--- config.mk ---
export PLATFORM = sky130hd
export DESIGN_NAME = irq_req_capture
export DESIGN_NICKNAME = d
export VERILOG_FILES = /design/src/rtl/irq_pkg.sv /design/src/rtl/irq_sync_edge.sv /design/src/rtl/irq_req_capture.sv
export SDC_FILE = /design/constraint.sdc
export NUM_CORES = 1
export LEC_CHECK = 0
export BUFFER_PORTS_ARGS = -buffer_cell sky130_fd_sc_hd__buf_2
export CORE_MARGIN = 4
export CORE_UTILIZATION = 45
export CTS_CLUSTER_DIAMETER = 30
export DETAILED_ROUTE_END_ITERATION = 16
export HOLD_SLACK_MARGIN = 0.05
export PLACE_DENSITY_LB_ADDON = 0.3
export SLEW_MARGIN = 20
export SYNTH_ARGS = -nofsm -noshare
export SYNTH_HDL_FRONTEND = slang
export SYNTH_HIERARCHICAL = 1
export SYNTH_SLANG_ARGS = --single-unit
--- constraint.sdc ---
create_clock -name clk -period 3.5 [get_ports clk]
set_clock_uncertainty 0.15 [all_clocks]
set_input_delay 0.7 -clock clk [delete_from_list [all_inputs] [get_ports clk]]
set_output_delay 0.7 -clock clk [all_outputs]
set_load 0.005 [all_outputs]
--- src/rtl/irq_pkg.sv ---
// Shared types and constants for the 8-line interrupt path. The encoder and
// downstream consumers import this package too.
package irq_pkg;

    localparam int N_IRQ     = 8;
    localparam int IRQ_IDX_W = 3;

    typedef logic [N_IRQ-1:0]     irq_vec_t;
    typedef logic [IRQ_IDX_W-1:0] irq_idx_t;

    function automatic logic [IRQ_IDX_W:0] irq_popcount(input irq_vec_t v);
        logic [IRQ_IDX_W:0] cnt;
        cnt = '0;
        for (int i = 0; i < N_IRQ; i++) begin
            cnt = cnt + {{IRQ_IDX_W{1'b0}}, v[i]};
        end
        return cnt;
    endfunction

endpackage

--- src/rtl/irq_sync_edge.sv ---
// Multi-stage synchroniser for the request vector followed by a rising-edge
// or level event detector.
module irq_sync_edge
    import irq_pkg::*;
#(
    parameter int N           = N_IRQ,
    parameter int SYNC_STAGES = 2,
    parameter int LEVEL_MODE  = 0
) (
    input  logic         clk,
    input  logic         rst_n,
    input  logic [N-1:0] req_in,
    output logic [N-1:0] evt
);

    logic [N-1:0] sync_q [SYNC_STAGES];
    logic [N-1:0] sync_last;

    always_ff @(posedge clk) begin
        if (!rst_n) begin
            for (int s = 0; s < SYNC_STAGES; s++) begin
                sync_q[s] <= '0;
            end
        end else begin
            sync_q[0] <= req_in;
            for (int s = 1; s < SYNC_STAGES; s++) begin
                sync_q[s] <= sync_q[s-1];
            end
        end
    end

    assign sync_last = sync_q[SYNC_STAGES-1];

    generate
        if (LEVEL_MODE != 0) begin : g_level
            assign evt = sync_last;
        end else begin : g_edge
            // prev clears on reset, so a line held high through reset fires once
            logic [N-1:0] prev_q;

            always_ff @(posedge clk) begin
                if (!rst_n) begin
                    prev_q <= '0;
                end else begin
                    prev_q <= sync_last;
                end
            end

            assign evt = sync_last & ~prev_q;
        end
    endgenerate

endmodule

--- src/rtl/irq_req_capture.sv ---
// Request capture stage: latches synchronised request events as pending bits,
// clears them by indexed acknowledge and feeds the masked vector to the encoder.
module irq_req_capture
    import irq_pkg::*;
#(
    parameter int N           = N_IRQ,
    parameter int IDX_W       = IRQ_IDX_W,
    parameter int SYNC_STAGES = 2,
    parameter int LEVEL_MODE  = 0
) (
    input  logic             clk,
    input  logic             rst_n,
    input  logic [N-1:0]     req_in,
    input  logic [N-1:0]     mask,
    input  logic             irq_en,
    input  logic             ack,
    input  logic [IDX_W-1:0] ack_idx,
    input  logic             ovf_clr,
    output logic [N-1:0]     d_out,
    output logic             enc_dis,
    output logic [N-1:0]     pending,
    output logic [N-1:0]     ovf,
    output logic [IDX_W:0]   pend_cnt,
    output logic             ack_err
);

    logic [N-1:0] evt;
    logic [N-1:0] clr_vec;
    logic [N-1:0] ovf_set;
    logic [N-1:0] pending_q, pending_d;
    logic [N-1:0] ovf_q, ovf_d;
    logic         ack_err_q, ack_err_d;

    irq_sync_edge #(
        .N           (N),
        .SYNC_STAGES (SYNC_STAGES),
        .LEVEL_MODE  (LEVEL_MODE)
    ) u_sync_edge (
        .clk    (clk),
        .rst_n  (rst_n),
        .req_in (req_in),
        .evt    (evt)
    );

    genvar gi;
    generate
        for (gi = 0; gi < N; gi++) begin : g_bit
            assign clr_vec[gi] = ack && (ack_idx == IDX_W'(gi));
        end
    endgenerate

    // A new event beats a same-cycle acknowledge; that case is not an overflow.
    always_comb begin
        pending_d = evt | (pending_q & ~clr_vec);
        ovf_set   = (LEVEL_MODE != 0) ? '0 : (evt & pending_q & ~clr_vec);
        ovf_d     = ovf_set | (ovf_clr ? '0 : ovf_q);
        ack_err_d = ack & ~pending_q[ack_idx];
    end

    always_ff @(posedge clk) begin
        if (!rst_n) begin
            pending_q <= '0;
            ovf_q     <= '0;
            ack_err_q <= 1'b0;
        end else begin
            pending_q <= pending_d;
            ovf_q     <= ovf_d;
            ack_err_q <= ack_err_d;
        end
    end

    assign pending  = pending_q;
    assign ovf      = ovf_q;
    assign ack_err  = ack_err_q;
    assign d_out    = pending_q & mask;
    assign enc_dis  = ~irq_en | ~(|d_out);
    assign pend_cnt = (IDX_W+1)'(irq_popcount(d_out));

endmodule

==> flow_metrics.py <==
metrics = {
    "run_status": {
        "status": "finished, violations left",
        "violations": "setup timing",
    },
    "yosys": {
        "postSynthRegisterBits": 41,
        "synthTopCellsByArea": "dfxtp_1 48%, and2_1 6.2%, nor2b_1 5.1%",
        "synth-adder-area-share": 0.07569,
        "syn_nets": 201,
        "ys_seq_area_frac": 0.4774,
        "synth_top_area_share": 0.4774,
        "synthMuxAreaShare": 0.02329,
        "synth-compound-area-share": 0.1397,
        "synth_top_area_cell": "dfxtp_1",
        "ys_types": 32,
        "syn_area_um2": 1719,
        "ys_warn_count": 6,
        "synth_simple_gate_area_frac": 0.2213,
        "synth-xor-area-share": 0.005095,
        "netlist_instances": 169,
        "synth_top_family_by_area": "simple AND/OR/NAND/NOR gates",
        "avgSynthCellArea_um2": 10.17,
    },
    "layout": {
        "nFillCells": 310,
        "nets": 264,
        "num_antenna_cells": 0,
        "layout.cells.non_filler": 281,
        "area_growth_pct": 27.07,
        "layout-drive-gt1-share": 0.3691,
    },
    "sta": {
        "setup_tns_ns": -1.726,
        "period_needed_ns": 4.091,
        "finalCritPeriodShare": 1.169,
        "fmax_mhz": 244.4,
        "setup_viol": 4,
        "rsz0062_at_grt": "yes",
        "relSlewSlack": 0.6289,
        "timing.final.ws_setup_ns": -0.5914,
        "finalHoldViolations": 0,
        "slew_violations": 0,
        "worst_pin_slew_ns": 0.5566,
    },
    "floorplanning": {
        "chipWidth_um": 69.81,
        "fp.dieH_um": 69.81,
        "core_um2": 3689,
        "pin_count": 54,
        "initial_core_util": 0.4661,
        "die_area_um2": 4873,
        "num_rows": 22,
    },
    "worst_hold_path": {
        "min_path_cells": 1,
        "hold_start": "u_sync_edge/sync_q[0][6]",
        "hold_class": "flop to flop",
    },
    "setup_path": {
        "rrSetupSlack_ns": 2.41,
        "crit_required_ns": 2.65,
        "r2r_start": "pending[3]",
        "crit_type": "input port to output port",
        "cp-end-kind": "output port",
        "cp-start-kind": "input port",
        "startpoint": "mask[0]",
        "arrival_ns": 3.24,
        "cp_max_fo": 2,
        "rr_worst_depth": 4,
    },
    "detailed_routing": {
        "wl_um": 3379,
        "post_drt_wl_per_cell_um": 12.02,
        "drt-initial-drc-count": 56,
        "final_antenna_net_count": 0,
        "vias": 1325,
        "drc": 0,
        "dr.pass1.iters": 4,
        "viasPerCell": 4.715,
    },
    "clocking": {
        "insertion_delay_ns": 0.28,
        "cts_max_path_buffers": 2,
        "cts.sinks": 41,
        "h-tree-depth": 2,
        "clock-root-buffer": "clkbuf_8",
        "cts_tree": "yes",
        "cts_made_buffers": 5,
        "clk_pin_slew_ns": 0.07,
    },
    "grt": {
        "antenna_found_initial": 0,
        "grt_pass1_vias": 1182,
        "grt_max_degree": 42,
        "track_usage": 0.1450,
        "grt_pass1_wl_um": 5526,
        "grt_overflow": 0,
    },
    "job": {
        "drv_cap": 0,
    },
    "placed_design": {
        "dp_cells": 271,
        "gp_congestion": 0.8935,
        "port-buffer-count": 53,
        "dpl.hpwl_um": 2468,
    },
    "pwr": {
        "p_leak_uw": 0.001063,
        "powerDensity_nw_per_um2": 403.7,
        "ir_drop_mv": 0.2666,
    },
}
stage by stage:
| stage | cell area, um^2 | power [uW] | setup slack, ns | util | hold WS, ns |
|---|---|---|---|---|---|
| floorplan | 1722 | 556.9 | -0.3474 | - | 0.2619 |
| global placement | 2049 | 595.8 | -0.5985 | 0.5556 | 0.2635 |
| detailed placement | 2049 | 596.9 | -0.6129 | 0.5556 | 0.2669 |
| CTS | 2180 | 892.9 | -0.5821 | 0.5909 | 0.2836 |
| global route | 2185 | 931.0 | -0.6747 | 0.5923 | 0.3011 |
| finish | 2185 | 881.9 | -0.5914 | 0.5923 | 0.2828 |
power breakdown:
| group | switching (uW) | internal [uW] | leakage, uW |
|---|---|---|---|
| logic | 49.8 | 56.0 | 0.000688 |
| clock network | 143 | 142 | 0.0000395 |
| registers | 7.68 | 484 | 0.000336 |
metal layers:
layer	share of wire	up-vias	wire, um	GRT usage
li1	-	690	-	-
met1	0.45	571	1513	0.1768
met2	0.43	57	1464	0.2204
met3	0.093	7	315	0.06377
met4	0.025	0	85	0.06383
met5	0	-	0	0
layout by cell type, fill, tap and decap left out, drive strengths merged:
cell type   n
a21oi       3
o21a       10
nand4       2
a31oi       1
a22oi       1
nor2b      14
nand3       1
and2       26
o31a        2
fa          4
xnor2       1
clkbuf      8
buf        61
nand2b      3
inv        15
o311ai      2
nand3b      1
o211ai      4
mux2i       4
a21boi      6
ha          4
dfxtp      41
nor2        1
nand2      14
nand4b      1
a32oi       2
o41ai       1
critical path, stage by stage:
cell,delay [ns]
buf_6,0.06
and2_4,0.14
inv_4,0.04
fa_1,0.46
fa_1,0.51
fa_2,0.43
inv_2,0.07
ha_4,0.12
inv_2,0.03
fa_2,0.52
inv_2,0.03
buf_2,0.11
cell usage after synthesis:
master / n
dfxtp_1: 41
and2_1: 17
inv_1: 15
nor2b_1: 14
nand2_1: 13
o21a_1: 10
and2_2: 9
a21boi_1: 4
fa_1: 4
ha_1: 4
mux2i_1: 4
o211ai_1: 4
a21oi_1: 3
a21boi_0: 2
a32oi_1: 2
buf_4: 2
buf_6: 2
nand2b_1: 2
nand4_1: 2
o311ai_1: 2
o31a_1: 2
a22oi_1: 1
a31oi_1: 1
buf_2: 1
nand2_2: 1
nand2b_4: 1
nand3_1: 1
nand3b_1: 1
nand4b_1: 1
nor2_1: 1
o41ai_1: 1
xnor2_1: 1
path summary, 6_finish.rpt:
check,end
max,pend_cnt[1]
min,u_sync_edge/sync_q[0][14]
min reg2reg,u_sync_edge/sync_q[0][14]
max reg2reg,ack_err
repair_timing:
action / in CTS / in global routing
endpoints found under the setup margin: 4 / 4
setup buffers: 2 / 0
pin swaps: 2 / 0
gates resized for setup: 10 / 3
hold buffers: 0 / 0
cell families after synthesis:
group                      after synthesis
adders and majority gates                8
xor gates and xnor gates                 1
DFF                                     41
AOI/OAI and AO/OA                       32
and+or+nand+nor                         63
buffers and inverters                   20
muxes                                    4
flip-flops by register name, indices dropped and copies added, names as in the netlist:
register / flops
u_sync_edge/sync_q: 16
ovf: 8
u_sync_edge/g_edge.prev_q: 8
pending: 8
ack_err: 1
layout make-up:
cell class,instances,area (um^2),area share
clock buffers,8,80.08,0.03666
inverters,15,58.81,0.02692
multi-input cells,108,823.3,0.3769
flip-flops and latches,41,820.8,0.3757
well taps,48,60.06,0.02749
repair buffers,61,341.6,0.1564
(Power assumes the default switching activity.)
